<file path="config.mk">
export PLATFORM = sky130hd
export DESIGN_NAME = instr_fetch
export DESIGN_NICKNAME = d
export VERILOG_FILES = /design/src/rtl/instr_fetch.sv
export SDC_FILE = /design/constraint.sdc
export NUM_CORES = 1
export LEC_CHECK = 0
export CAP_MARGIN = 15
export CORE_MARGIN = 2
export CORE_UTILIZATION = 45
export CTS_CLUSTER_SIZE = 12
export DETAILED_ROUTE_END_ITERATION = 6
export DONT_BUFFER_PORTS = 1
export PLACE_DENSITY = 0.61
export SLEW_MARGIN = 20
export SYNTH_ARGS = -nofsm -noshare
export SYNTH_HDL_FRONTEND = slang
export SYNTH_SLANG_ARGS = --single-unit
export TNS_END_PERCENT = 10
</file>
<file path="constraint.sdc">
create_clock -name clk -period 5.95 [get_ports clk]
set_clock_uncertainty 0.2 [all_clocks]
set_input_delay 1.785 -clock clk [delete_from_list [all_inputs] [get_ports clk]]
set_output_delay 1.785 -clock clk [all_outputs]
set_load 0.01 [all_outputs]
</file>
<file path="src/rtl/instr_fetch.sv">
// instr_fetch: owns the PC, drives instruction memory and buffers {pc, instr} in a 2-entry FIFO for decode.
// Optional build macro FETCH_PERF_EN enables the delivered-instruction counter on fetch_count.
module instr_fetch #(
   parameter int unsigned       ADDR_W   = 32,
   parameter logic [ADDR_W-1:0] RESET_PC = '0
) (
   input  logic              clk,
   input  logic              rst,
   output logic [ADDR_W-1:0] imem_addr,
   input  logic [31:0]       imem_data,
   input  logic              redirect_valid,
   input  logic [ADDR_W-1:0] redirect_pc,
   output logic              if_valid,
   input  logic              if_ready,
   output logic [31:0]       if_instr,
   output logic [ADDR_W-1:0] if_pc,
   output logic              fetch_fault,
   output logic [ADDR_W-1:0] fault_pc,
   output logic [31:0]       fetch_count
);

   localparam int unsigned INSTR_W = 32;
   localparam int unsigned DEPTH   = 2;
   localparam int unsigned CNT_W   = 2;

   typedef struct packed {
      logic [ADDR_W-1:0]  pc;
      logic [INSTR_W-1:0] instr;
   } fetch_entry_t;

   logic [ADDR_W-1:0] pc;
   fetch_entry_t      fifo_q [DEPTH];
   logic              rd_ptr;
   logic              wr_ptr;
   logic [CNT_W-1:0]  count;
   logic              fault;
   logic [ADDR_W-1:0] fault_pc_q;
   logic              head_valid;
   logic              pop;
   logic              push;
   logic              misaligned;

   assign head_valid = (count != CNT_W'(0));
   assign if_valid   = head_valid & ~redirect_valid;
   assign pop        = if_valid & if_ready;
   assign push       = ~redirect_valid & ~fault & ((count < CNT_W'(DEPTH)) | pop);
   assign misaligned = (redirect_pc[1:0] != 2'b00);

   assign imem_addr   = pc;
   assign if_pc       = head_valid ? fifo_q[rd_ptr].pc    : '0;
   assign if_instr    = head_valid ? fifo_q[rd_ptr].instr : '0;
   assign fetch_fault = fault;
   assign fault_pc    = fault_pc_q;

   // PC, FIFO and fault state; a redirect flushes the buffer and overrides any push/pop.
   always_ff @(posedge clk or negedge rst) begin
      if (!rst) begin
         pc         <= RESET_PC;
         rd_ptr     <= 1'b0;
         wr_ptr     <= 1'b0;
         count      <= '0;
         fault      <= 1'b0;
         fault_pc_q <= '0;
         for (int i = 0; i < DEPTH; i++) fifo_q[i] <= '0;
      end else if (redirect_valid) begin
         pc     <= redirect_pc;
         rd_ptr <= 1'b0;
         wr_ptr <= 1'b0;
         count  <= '0;
         fault  <= misaligned;
         if (misaligned) fault_pc_q <= redirect_pc;
      end else begin
         if (push) begin
            fifo_q[wr_ptr] <= '{pc: pc, instr: imem_data};
            wr_ptr         <= ~wr_ptr;
            pc             <= pc + ADDR_W'(4);
         end
         if (pop) rd_ptr <= ~rd_ptr;
         count <= count + CNT_W'(push) - CNT_W'(pop);
      end
   end

`ifdef FETCH_PERF_EN
   logic [31:0] perf_cnt;

   // Counts every instruction handed to decode; only reset clears it.
   always_ff @(posedge clk or negedge rst) begin
      if (!rst)     perf_cnt <= '0;
      else if (pop) perf_cnt <= perf_cnt + 32'd1;
   end

   assign fetch_count = perf_cnt;
`else
   assign fetch_count = '0;
`endif

endmodule
</file>
Yosys cells after proc, flatten, opt, wreduce, memory -nomap -nowiden

Index checks and enable logic that the tools add are counted.

Divide/modulo/power cells: 0
Multipliers: 0
Add/sub/neg operators: 3
Eq/ne operators: 0
Bitwise logic cells: 11
Reduce and logical (&&, ||, !) cells: 7
Shift operators: 0
Multiplexer cells: 15
Order comparisons: 4

Operators with widths:

| kind                                                                         | count |
|---|---|
| 64-bit 2-to-1 mux                                                            | 4 |
| 128-bit bitwise mux                                                          | 1 |
| 32-bit 2-to-1 mux                                                            | 4 |
| 64-bit demux with 1-bit select                                               | 1 |
| 32-bit by 3-bit adder with 32-bit output, second input constant              | 1 |
| 2-bit nonzero test                                                           | 4 |
| 1-bit AND                                                                    | 4 |
| 2-bit >= comparator, second input constant                                   | 2 |
| 1-bit 2-to-1 mux                                                             | 4 |
| 1-bit inverter                                                               | 4 |
| 1-bit inverter with 2-bit output                                             | 2 |
| 2-bit AND reduction                                                          | 2 |
| 2-bit by 1-bit adder with 2-bit output                                       | 1 |
| 2-bit by 1-bit less-than comparator with 1-bit output, second input constant | 1 |
| 2-bit less-than comparator, second input constant                            | 1 |
| 2-bit 2-to-1 mux                                                             | 1 |
| 2-bit by 1-bit subtractor with 2-bit output                                  | 1 |
| 1-bit logical AND                                                            | 1 |
| 1-bit bitwise OR                                                             | 1 |

Memory bits (read-only): 0
Flip-flop bits (word level): 197
RAM bits: 0
Memories kept: 0
Bits in latches: 0
Logic and storage cells: 50
Output and inout bits: 162
Bits of input ports: 68

Longest topological paths before layout

Word-level depth: 8
Mapped depth: 8
Mapped depth without buffers: 8

Worst setup path before layout

OpenSTA, ideal clock, no wires.

Kind: input-to-output
Start: in redirect_valid
End: out if_valid
Path slack: 1.799 ns
Cell stages on the path: 2
Data required time: 3.965 ns
Arrival time: 2.166 ns
Cells stage by stage: clkbuf_1 nor2_1

Word-level cells in the longest chain between the ends: 2

Ends and longest elaborated chain:

| what                            | line | RTL |
|---|---|---|
| start, declared                 | 11   | `input logic redirect_valid,` |
| 1-bit inverter (no source line) | -    |  |
| 1-bit AND                       | 44   | `assign if_valid = head_valid & ~redirect_valid;` |
| end, declared                   | 13   | `output logic if_valid,` |

Every way passes these cells.

Final worst setup path

Start: reg count[0]
End: out if_pc[30]

Word-level cells in the longest chain between the ends: 2

Ends and longest elaborated chain:

| what                   | line | RTL |
|---|---|---|
| start, declared        | 35   | `logic [CNT_W-1:0] count;` |
| start signal, assigned | 79   | `count <= count + CNT_W'(push) - CNT_W'(pop);` |
| 2-bit nonzero test     | 43   | `assign head_valid = (count != CNT_W'(0));` |
| 32-bit 2-to-1 mux      | 50   | `assign if_pc = head_valid ? fifo_q[rd_ptr].pc : '0;` |
| end, declared          | 16   | `output logic [ADDR_W-1:0] if_pc,` |

Every way passes these cells.

==> impl_metrics.csv <==
group,metric,value,unit
synth,synth_area_leaders,"dfrtp_1 53%, mux2_2 18%, mux2i_1 7.0%, nor2_1 3.7%, buf_4 2.6%",
finish,seqCellArea,4930,um^2
detailed_routing,drtIter0Drc,298,
sta,fmaxAchievable,242,MHz
die,die_area,21900,um^2
critical_path,crit_arrival,2.15,ns
sta,max-slew-margin-rel,38.5,%
synth,async_flop_share,100,%
detailed_routing,vias,5824,
job,maxCapViolCount,0,
synth,yosys_warnings,0,
power,p_leak,4.06,nW
sta,worst_pin_slew,0.915,ns
synth,seq_area_frac_synth,52.9,%
clock_network,cts_setup_buffers,0,
finish,syn_to_final_growth,7.88,%
finish,multiInputGateArea,4040,um^2
die,initial_utilization,45.9,%
synth,yosysMostFrequentCell,"dfrtp_1",
critical_path,cp_max_fo,42,
sta,tns,0,ns
placed_design,place_hpwl,14.7,mm
clock_network,cts_resized,0,
global_route,overflow,0,
global_route,antenna_found_initial,0,
detailed_routing,drt_first_pass_iters,4,
global_route,grt_usage,20.0,%
global_route,grt_first_pass_wirelength,34.1,mm
sta,setup_viol,0,
detailed_routing,drt_drc_violations_left,0,
clock_network,cts_max_level,4,
power,peakVddDrop,208,uV
clock_network,clk_path_buf_depth,2,
synth,synth.distinct_cells,54,
finish,layout-drive-gt1-share,26.1,%
placed_design,placed_area,9420,um^2
synth,yosys.area.top_type_share,52.9,%
clock_network,cts.clk_slew.worst_paths,0.07,ns
synth,syn_inst,780,
critical_path,crit_path_top_delay_cell,"nor2_4",
clock_network,cts.sinks,197,
sta,period_needed,4.14,ns
synth,syn_area_per_cell,11.9,um^2
power,finalPower,4.21,mW
critical_path,crit_chain,"nor2_4 -> buf_4 -> nor2_1",
synth,synth_top_cell_by_area,"dfrtp_1",
critical_path,crit_path_max_incr_delay,0.53,ns
detailed_routing,viasPerCell,5.60,
critical_path,start_kind,"flop",
finish,final_area,10100,um^2
finish,insertedDiodeCount,0,
die,pin_count,230,
global_route,grt_pass1_vias,6053,
placed_design,gp_congestion,0.835,
worst_hold_path,hp-class,"flop to flop",
detailed_routing,finalWirelength,21.5,mm
sta,fin_crit_sh,69.5,%
clock_network,cts_buffers,17,
placed_design,place.port_buffers,0,
synth,synth_commonest_cells,"197 x dfrtp_1, 153 x mux2_2, 91 x nor2_1",
finish,nFillCells,1823,
synth,synth_area,9320,um^2
clock_network,root_buffer,"clkbuf_16",
power,powerDensity,418,nW/um^2
synth,synthFlopType,"dfrtp_1",
die,fp.dieW,148,um
critical_path,path_class,"flop to primary output",
die,row_count,52,
clock_network,clk_latency,0.43,ns
finish,fin_cells,1040,
die,die_y,148,um
placed_design,dp.cells,1008,
critical_path,crit_required,3.96,ns
synth,yosys_register_bits,197,
finish,nNetsFinal,829,
sta,rsz0062_at_grt,"no",
global_route,grt_max_degree,198,
detailed_routing,wire_per_inst,20.7,um
critical_path,critPathCaptureType,"primary output",
sta,finalMaxSlewViolations,0,
detailed_routing,antenna_left,0,
clock_network,cts_tree,"done",
clock_network,cts_hold_buf,0,
run_status,outcome,"finished, final reports clean",
synth,synth-edff-count,0,
die,coreArea,20300,um^2
sta,hold_viol,0,
[worst max-delay path: cells and delay by family (launching register included)]
kind,cells,cell delay [ns]
buf+inv,1,0.53
flops,1,0.43
simple gates,2,0.73
[stage by stage]
stage	setup WS (ns)	hold slack [ns]	utilization, %
after floorplan	1.80	0.257	-
after global placement	1.83	0.267	46.3
after detailed placement	1.78	0.281	46.4
after CTS	1.77	0.297	49.4
after global routing	1.68	0.310	49.5
final	1.81	0.291	49.5
[logic make-up after synthesis]
kind of cell | Yosys count | synth area share (%)
fa+ha+maj | 3 | 0.403
simple gates | 203 | 10.4
xor+xnor | 12 | 1.13
other cells | 1 | 0.0402
mux | 223 | 26.1
flops | 197 | 52.9
buf+inv | 88 | 5.24
compound gates | 53 | 3.79
[power breakdown]
group          switching [mW]  internal (mW)  total, mW
Sequential              0.318           1.77       2.09
Combinational           0.432          0.500      0.933
Clock                   0.500          0.686       1.19
Total                    1.25           2.95       4.21
[worst paths after layout]
kind / start / end / slack, ns / cells past startpoint
setup / recovery: count[0]$_DFF_PN0_ / if_pc[30] / 1.81 / 3
hold / removal: fifo_q[98]$_DFFE_PN0P_ / fifo_q[98]$_DFFE_PN0P_ / 0.29 / 1
setup reg to reg: fetch_fault$_DFFE_PN0P_ / fifo_q[6]$_DFFE_PN0P_ / 2.96 / 4
hold reg to reg: fifo_q[98]$_DFFE_PN0P_ / fifo_q[98]$_DFFE_PN0P_ / 0.29 / 1
max in group asynchronous: rst / fifo_q[127]$_DFFE_PN0P_ / 4.29 / 0
min in group asynchronous: rst / fifo_q[76]$_DFFE_PN0P_ / 0.85 / 0
[flip-flops by register name, indices dropped and copies added, names as in the netlist]
signal,cells
fault_pc,32
imem_addr,32
wr_ptr,1
rd_ptr,1
fifo_q,128
count,2
fetch_fault,1
[placed cells by master, fill, tap and decap left out, drive strengths merged, types with 8 or more instances in the layout]
cell type / n
conb: 32
inv: 12
dfrtp: 197
xnor2: 10
nand2: 35
nand3: 16
mux2: 158
mux2i: 65
nand4: 12
or3: 9
o21ai: 20
nor3: 8
a31oi: 13
clkbuf: 20
nor2: 92
[final cells by class]
class | instances | area share [%]
clock inverters | 11 | 1.48
repair buffers | 7 | 1.05
well taps | 270 | 3.36
inverters | 9 | 0.336
multi-input cells | 526 | 40.2
clock buffers | 20 | 4.54
flip-flops and latches | 197 | 49.1
[layer usage]
layer  track usage, %  wire length, um
met5                0                0
met4             4.86              237
met2             32.5            10300
met3             7.93             2010
met1             25.3             8950
No activity file was read; power rests on OpenSTA's default activity.
